`src/rtl/seq_mem_pkg.sv`:
```
// Shared types and helpers for the sequence-controller memory responder.
package seq_mem_pkg;

    // Responder FSM states
    typedef enum logic [1:0] {
        StIdle   = 2'd0,
        StRdWait = 2'd1,
        StRdHold = 2'd2,
        StWrHold = 2'd3
    } state_t;

    localparam int unsigned DefDataW   = 8;
    localparam int unsigned DefAddrW   = 5;
    localparam int unsigned DefDepth   = 32;
    localparam int unsigned DefReadLat = 1;

    // Widest data word the merge helper supports; callers cast down to their width.
    localparam int unsigned MaxDataW = 64;

    // Bit-masked merge: a 1 in mask takes the new bit, a 0 keeps the old bit.
    function automatic logic [MaxDataW-1:0] masked_merge(
        input logic [MaxDataW-1:0] old_word,
        input logic [MaxDataW-1:0] new_word,
        input logic [MaxDataW-1:0] mask
    );
        return (old_word & ~mask) | (new_word & mask);
    endfunction

endpackage

```
`src/rtl/seq_mem_array.sv`:
```
// Word storage with a synchronous bit-masked write port and a combinational read port.
module seq_mem_array
    import seq_mem_pkg::*;
#(
    parameter int unsigned DATA_W = DefDataW,
    parameter int unsigned ADDR_W = DefAddrW,
    parameter int unsigned DEPTH  = DefDepth
) (
    input  logic              clk,
    input  logic              we,
    input  logic [ADDR_W-1:0] waddr,
    input  logic [DATA_W-1:0] wdata,
    input  logic [DATA_W-1:0] wmask,
    input  logic [ADDR_W-1:0] raddr,
    output logic [DATA_W-1:0] rdata,
    output logic              waddr_ok,
    output logic              raddr_ok
);

    localparam int unsigned IdxW = (DEPTH > 1) ? $clog2(DEPTH) : 1;

    logic [DATA_W-1:0] mem [DEPTH];
    logic [IdxW-1:0]   widx;
    logic [IdxW-1:0]   ridx;
    logic [DATA_W-1:0] merged;

    // Range checks and index/merge computation
    always_comb begin
        waddr_ok = 32'(waddr) < DEPTH;
        raddr_ok = 32'(raddr) < DEPTH;
        widx     = waddr[IdxW-1:0];
        ridx     = raddr[IdxW-1:0];
        merged   = DATA_W'(masked_merge(MaxDataW'(mem[widx]), MaxDataW'(wdata),
                                        MaxDataW'(wmask)));
    end

    // Masked write; out-of-range addresses never touch storage
    always_ff @(posedge clk) begin
        if (we && waddr_ok) begin
            mem[widx] <= merged;
        end
    end

    // Out-of-range reads return zero rather than an aliased word
    always_comb begin
        rdata = '0;
        if (raddr_ok) begin
            rdata = mem[ridx];
        end
    end

endmodule

```
`src/rtl/seq_mem_responder.sv`:
```
// Memory-side responder: answers mem_rd/mem_rw level strobes with wait-stated reads
// and single-shot masked writes.
module seq_mem_responder
    import seq_mem_pkg::*;
#(
    parameter int unsigned DATA_W   = DefDataW,
    parameter int unsigned ADDR_W   = DefAddrW,
    parameter int unsigned DEPTH    = DefDepth,
    parameter int unsigned READ_LAT = DefReadLat
) (
    input  logic              clk,
    input  logic              reset,
    input  logic              mem_rd,
    input  logic              mem_rw,
    input  logic [ADDR_W-1:0] addr,
    input  logic [DATA_W-1:0] data_in,
    input  logic [DATA_W-1:0] wr_mask,
    output logic [DATA_W-1:0] data_out,
    output logic              data_valid,
    output logic              wr_done,
    output logic              err
);

    localparam int unsigned   CntW    = (READ_LAT > 1) ? $clog2(READ_LAT) : 1;
    localparam logic [CntW-1:0] CntInit = CntW'(READ_LAT - 1);

    state_t            state_q, state_d;
    logic [CntW-1:0]   cnt_q, cnt_d;
    logic [ADDR_W-1:0] raddr_q, raddr_d;
    logic [DATA_W-1:0] dout_q, dout_d;
    logic              dvalid_q, dvalid_d;
    logic              wr_done_q, wr_done_d;
    logic              err_q, err_d;
    logic              we;
    logic              waddr_ok;
    logic              raddr_ok;
    logic [DATA_W-1:0] rdata;

    seq_mem_array #(
        .DATA_W (DATA_W),
        .ADDR_W (ADDR_W),
        .DEPTH  (DEPTH)
    ) u_array (
        .clk      (clk),
        .we       (we),
        .waddr    (addr),
        .wdata    (data_in),
        .wmask    (wr_mask),
        .raddr    (raddr_q),
        .rdata    (rdata),
        .waddr_ok (waddr_ok),
        .raddr_ok (raddr_ok)
    );

    // Next-state, write strobe and output-register updates
    always_comb begin
        state_d   = state_q;
        cnt_d     = cnt_q;
        raddr_d   = raddr_q;
        dout_d    = dout_q;
        dvalid_d  = dvalid_q;
        wr_done_d = 1'b0;
        err_d     = 1'b0;
        we        = 1'b0;

        unique case (state_q)
            StIdle: begin
                if (mem_rd && mem_rw) begin
                    err_d = 1'b1;
                end else if (mem_rd) begin
                    raddr_d = addr;
                    cnt_d   = CntInit;
                    state_d = StRdWait;
                end else if (mem_rw) begin
                    // Gated by reset so a write is never half-committed
                    we        = !reset;
                    wr_done_d = waddr_ok;
                    err_d     = !waddr_ok;
                    state_d   = StWrHold;
                end
            end
            StRdWait: begin
                if (!mem_rd) begin
                    state_d = StIdle;
                end else if (cnt_q != '0) begin
                    cnt_d = cnt_q - 1'b1;
                end else begin
                    dout_d   = rdata;
                    err_d    = !raddr_ok;
                    dvalid_d = 1'b1;
                    state_d  = StRdHold;
                end
            end
            StRdHold: begin
                if (!mem_rd) begin
                    dvalid_d = 1'b0;
                    state_d  = StIdle;
                end
            end
            StWrHold: begin
                if (!mem_rw) begin
                    state_d = StIdle;
                end
            end
            default: state_d = StIdle;
        endcase
    end

    // State, counter and output registers with asynchronous reset
    always_ff @(posedge clk or posedge reset) begin
        if (reset) begin
            state_q   <= StIdle;
            cnt_q     <= '0;
            raddr_q   <= '0;
            dout_q    <= '0;
            dvalid_q  <= 1'b0;
            wr_done_q <= 1'b0;
            err_q     <= 1'b0;
        end else begin
            state_q   <= state_d;
            cnt_q     <= cnt_d;
            raddr_q   <= raddr_d;
            dout_q    <= dout_d;
            dvalid_q  <= dvalid_d;
            wr_done_q <= wr_done_d;
            err_q     <= err_d;
        end
    end

    assign data_out   = dout_q;
    assign data_valid = dvalid_q;
    assign wr_done    = wr_done_q;
    assign err        = err_q;

endmodule

```
`config.mk`:
```
export PLATFORM = sky130hd
export DESIGN_NAME = seq_mem_responder
export DESIGN_NICKNAME = d
export VERILOG_FILES = /design/src/rtl/seq_mem_pkg.sv /design/src/rtl/seq_mem_array.sv /design/src/rtl/seq_mem_responder.sv
export SDC_FILE = /design/constraint.sdc
export NUM_CORES = 1
export LEC_CHECK = 0
export CORE_MARGIN = 4
export CORE_UTILIZATION = 46
export CTS_BUF_LIST = sky130_fd_sc_hd__clkbuf_8
export DETAILED_ROUTE_END_ITERATION = 7
export HOLD_SLACK_MARGIN = 0.02
export PLACE_DENSITY = 0.7
export SKIP_CTS_REPAIR_TIMING = 1
export SYNTH_ARGS = -nofsm -noshare
export SYNTH_HDL_FRONTEND = slang
export SYNTH_SLANG_ARGS = --single-unit
```
`constraint.sdc`:
```
create_clock -name clk -period 3.3 [get_ports clk]
set_clock_uncertainty 0.15 [all_clocks]
set_input_delay 0.495 -clock clk [delete_from_list [all_inputs] [get_ports clk]]
set_output_delay 0.495 -clock clk [all_outputs]
set_load 0.02 [all_outputs]
```
Yosys cells after proc, flatten, opt, wreduce, memory -nomap -nowiden
Memories as Yosys holds them, arrays and structs flattened. A register that Yosys moved wholly into a read port is not among the register bits.
Index checks and enable logic that the tools add are counted.

storage, ports and cells
  register bits = 11
  RAM bits = 256
  bits of input ports = 25
  output and inout port bits = 11
  logic and storage cells = 64
  memories = 1

cells by class
  add/sub/neg operators = 1
  eq/ne operators = 11
  mux-type cells = 29
  bitwise operators = 6
  reductions and logical operators = 10

memory list
  name         depth  bits a word  read ports  clocked after Yosys merged registers in  write ports  line                 text
  u_array.mem  32     8            2           1                                        1            seq_mem_array.sv:22  logic [DATA_W-1:0] mem [DEPTH];

operator list
  operator                                                          number
  1-bit 2-to-1 mux                                                  19
  8-bit AND                                                         2
  2-bit 2-to-1 mux                                                  7
  2-bit != test (second input constant)                             6
  8-bit inverter                                                    1
  8-bit bitwise OR                                                  1
  2-bit case mux with 4 select lines                                1
  4-bit AND reduction                                               2
  3-bit != test (second input constant)                             2
  3-bit AND reduction                                               2
  5-bit AND reduction                                               1
  2-bit == test (second input constant)                             2
  1-bit case mux with 2 select lines                                2
  2-bit nonzero test                                                2
  2-bit by 1-bit == test with 1-bit output (second input constant)  1
  2-bit logical NOT                                                 1
  1-bit inverter                                                    2
  1-bit logical AND                                                 1
  1-bit logical NOT                                                 1
  1-bit subtractor (second input constant)                          1

Logic depth before layout (Yosys ltp)
Gate-level depths: netlist (run 1).

  depth after elaboration = 7
  mapped depth = 8
  mapped depth without buffers = 6

Modules after synthesis
From an unflattened synthesis (run 1), not the netlist that was laid out.

unflattened totals
  cells, all modules = 698
  area, all modules = 13086.3 um^2

modules (own cells, without submodules)
  module             times used  cells an instance  area each (um^2)  sequential area each (um^2)
  seq_mem_array      1           638                12259.3           7687.4
  seq_mem_responder  1           60                 827.0             450.4

Worst setup path before layout (run 1)
Ideal clock, no wire load.

  path type = input to register
  from = input addr[1]
  to = memory u_array.mem[0][6] (netlist name) (data pin)
  setup time = 398 ps
  arrival = 2580 ps
  required time = 2752 ps
  slack = 172 ps
  cell stages on the path = 8
  buffers on the path = 4
  cell sequence = buf_4 buf_4 buf_2 buf_4 mux2i_1 a22oi_1 nand3_1 a41oi_1

between the ends
  word-level cells in the longest chain between the ends = 3

ends and longest elaborated chain
  item                         line                     text
  from (decl)                  seq_mem_responder.sv:15  input logic [ADDR_W-1:0] addr,
  memory read 32 x 8 bit       n/a
  8-bit AND                    seq_mem_pkg.sv:26        return (old_word & ~mask) | (new_word & mask);
  8-bit bitwise OR             seq_mem_pkg.sv:26
  named net u_array.merged[6]  seq_mem_array.sv:25      logic [DATA_W-1:0] merged;
  to (decl)                    seq_mem_array.sv:22

The timed path passes the listed nets, and every way through them passes these cells.

==> results of run 1 <==
-- kinds of logic after synthesis --
kind of cell,count (synthesis),share of synthesized area [%]
buf+inv,73,3.23
flops,274,61.6
simple gates,136,4.71
fa+ha+maj,4,0.379
xor+xnor,1,0.0663
compound gates,146,8.82
mux,221,21.2
-- stage by stage --
step           util, %  setup WS, ps  instances
2_1_floorplan        -           172        855
3_3_place_gp      52.0           181       1308
3_5_place_dp      52.0           150       1308
4_1_cts           54.9           561       1384
5_1_grt           54.9           341       1384
6_report          54.9           479       1385
-- metal layers --
| layer | vias up | track usage, % |
|---|---|---|
| met5 | - | 0 |
| met4 | 0 | 8.57 |
| met3 | 74 | 5.71 |
| met2 | 433 | 36.2 |
| met1 | 4409 | 33.0 |
| li1 | 3699 | - |
-- state kept, by name, indices dropped and copies added (netlist names) --
name and cells:
u_array.mem 256, state_q 2, wr_done 1, err 1, data_valid 1, raddr_q 5
data_out 8
-- cells in the final DEF, fill, tap and decap left out, types with 3 or more instances in the layout --
master | synthesis | layout
a31oi_1 | 4 | 4
nand3_1 | 15 | 15
nor2_1 | 43 | 42
mux2_2 | 3 | 3
mux4_2 | 47 | 47
nand3b_1 | 3 | 3
clkinv_1 | 1 | 11
a22oi_1 | 44 | 44
mux2i_1 | 171 | 171
ha_1 | 4 | 4
dfrtp_1 | 18 | 17
nand4_1 | 4 | 4
edfxtp_1 | 256 | 256
nor2b_1 | 11 | 9
a21oi_1 | 26 | 26
clkbuf_8 | 0 | 48
o22ai_1 | 9 | 9
buf_12 | 0 | 10
nand2_1 | 42 | 42
a221oi_1 | 11 | 11
a32oi_2 | 0 | 4
nand2b_1 | 6 | 6
o41ai_2 | 7 | 7
clkdlybuf4s50_1 | 0 | 33
o21ai_0 | 6 | 6
a41oi_2 | 0 | 3
a22o_1 | 18 | 18
inv_1 | 10 | 25
buf_4 | 11 | 94
a221oi_2 | 7 | 7
-- final cells by class --
| cell class | count | share of cell area [%] |
|---|---|---|
| clock inverters | 28 | 0.901 |
| flip-flops and latches | 274 | 52.8 |
| clock buffers | 48 | 4.29 |
| repair buffers | 137 | 8.02 |
| well taps | 378 | 3.07 |
| multi-input cells | 508 | 30.6 |
| inverters | 11 | 0.268 |
| diodes | 1 | 0.0162 |
-- final timing paths --
check                                   startpoint                      end  slack [ps]  cells after the start
setup reg to reg            raddr_q[0]$_DFFE_PP0P_  data_out[3]$_DFFE_PP0P_         480                      7
hold / removal                               reset  data_out[2]$_DFFE_PP0P_         290                      2
max in group asynchronous                    reset   raddr_q[0]$_DFFE_PP0P_        2170                      2
hold reg to reg            data_out[7]$_DFFE_PP0P_  data_out[7]$_DFFE_PP0P_         340                      2
setup / recovery            raddr_q[0]$_DFFE_PP0P_  data_out[3]$_DFFE_PP0P_         480                      7
min in group clk           data_out[7]$_DFFE_PP0P_  data_out[7]$_DFFE_PP0P_         340                      2
-- worst max-delay path, cell delays in order (launching register included) --
cell      delay (ps)
dfrtp_4          850
buf_4            330
mux2i_1           90
a22o_1           230
a221oi_1         410
buf_4            210
o22ai_1           80
o41ai_2          310
-- power groups by stage --
stage	combinational (mW)	sequential, mW	clock, mW
floorplan	2.26	4.17	0
global placement	3.25	4.24	0
detailed placement	3.28	4.24	0
CTS	3.29	4.17	2.71
global route	3.48	4.19	2.88
finish	3.33	4.18	2.67
==> summary.md, run 1 <==
| Metric | Value |
|---|---|
| Final Setup Violations | 0 |
| Dominant cell type by area after synthesis | edfxtp_1 |
| IO Pins | 36 |
| Async set or reset register ratio after synthesis | 6.57% |
| TritonCTS Buffers | 45 |
| Max-cap violation count | 0 |
| # port buffers | 35 |
| P_sw | 3.43 mW |
| Via count | 8615 |
| Endpoints failing hold | 0 |
| Area growth syn-to-layout | 16.7% |
| Via density | 6.22 |
| Status | completed |
| DR WL/cell | 26.8 um |
| Multi-input gate area | 4720 um^2 |
| Achievable Freq | 0.355 GHz |
| Most common cell in the synthesized netlist | edfxtp_1 |
| GPL Wtd Cong | 0.972 |
| Worst-Margin Slew | 739 ps |
| Synth Net Count | 884 |
| Final-stage net count | 1006 |
| Share of layout cells above drive strength 1 | 23.4% |
| Clock network fraction of design power | 26.2% |
| Register area | 8140 um^2 |
| Row cnt | 61 |
| Final WL | 37.2 mm |
| Logic pwr share | 32.7% |
| Max layer used | met4 |
| DP Area | 14600 um^2 |
| Top FF cell, synth | edfxtp_1 |
| Cells after Synth | 855 |
| Total Routing Usage GR | 23.6% |
| Metal2 WL | 16.9 mm |
| Die width | 177 um |
| Post-DP HPWL | 25.8 mm |
| Post-route cell area | 15400 um^2 |
| First-pass GRT wire length | 54.6 mm |
| Hold Worst Slack | 291 ps |
| Unrepaired setup endpoints after global routing | false |
| Pint | 6.75 mW |
| Clock sink count | 274 |
| Leak | 5.58 nW |
| Largest net degree at the start of global routing | 34 |
| Top post-synthesis cells by area | edfxtp_1 (58%), mux2i_1 (13%), mux4_2 (8.0%) |
| Maximum buffer depth of the clock tree | 3 |
| Die H | 177 um |
| DIE AREA | 31500 um^2 |
| CP Class | reg -> reg |
| Sw frac | 33.7% |
| Sequential share of the synthesized area | 61.6% |
| Fillers | 2314 |
| Max-slew violations | 0 |
| Insertion delay of the later-clocked pin in the worst-skew pair | 550 ps |
| Rel. slew slack | 50.7% |
| Peak supply drop | 0.491 mV |
| CTS root buf | clkbuf_8 |
| Vias in the first global route | 8568 |
| Pwr per Cell Area | 660 nW/um^2 |
| GRT overflow | 0 |
| Initial Util | 47.1% |
| FF+latch count, synth | 274 |
| Post-synthesis area per instance | 15.5 um^2 |
| Routed Antenna Nets | 0 |
| DRC viols | 0 |
| Final min period | 2820 ps |
| YS warnings | 0 |
| Startpoint Class | register |
| Crit. End Element | register |
| Clock-pin slew on the worst setup and hold paths | 60 ps |
| Core Area | 28100 um^2 |
| Sequential Power Share | 41.1% |
| Mapped Area | 13200 um^2 |
| Post-synth top cells | edfxtp_1 (256), mux2i_1 (171), mux4_2 (47) |
| Worst EP arrival | 3100 ps |
| CTS H-tree lvls | 2 |
| CTS tree | done |
| Crit Path Max Fanout | 33 |
| Antenna violations before repair | 1 |
| Drt first pass iters | 5 |
| Unique cell type count in the Yosys netlist | 47 |
| Pwr Total | 10.2 mW |
| Synth top area share | 58.2% |
| Number of synthesized flops with an enable pin | 256 |
| Period utilization | 85.5% |
| Hold Crit Class | in -> async |
| Wire length on met1 | 15.4 mm |
| Met3 wire len | 3.42 mm |
| Req. time, crit path | 3580 ps |
| Setup_tns | 0 ps |
| DR iter-0 viols | 1151 |
(Power assumes the default switching activity.)
==> run 2: changes to the inputs <==
- SLEW_MARGIN: not set -> 20
==> results of run 2 <==
The final DEF is identical to that of run 1; final timing and power are the same.
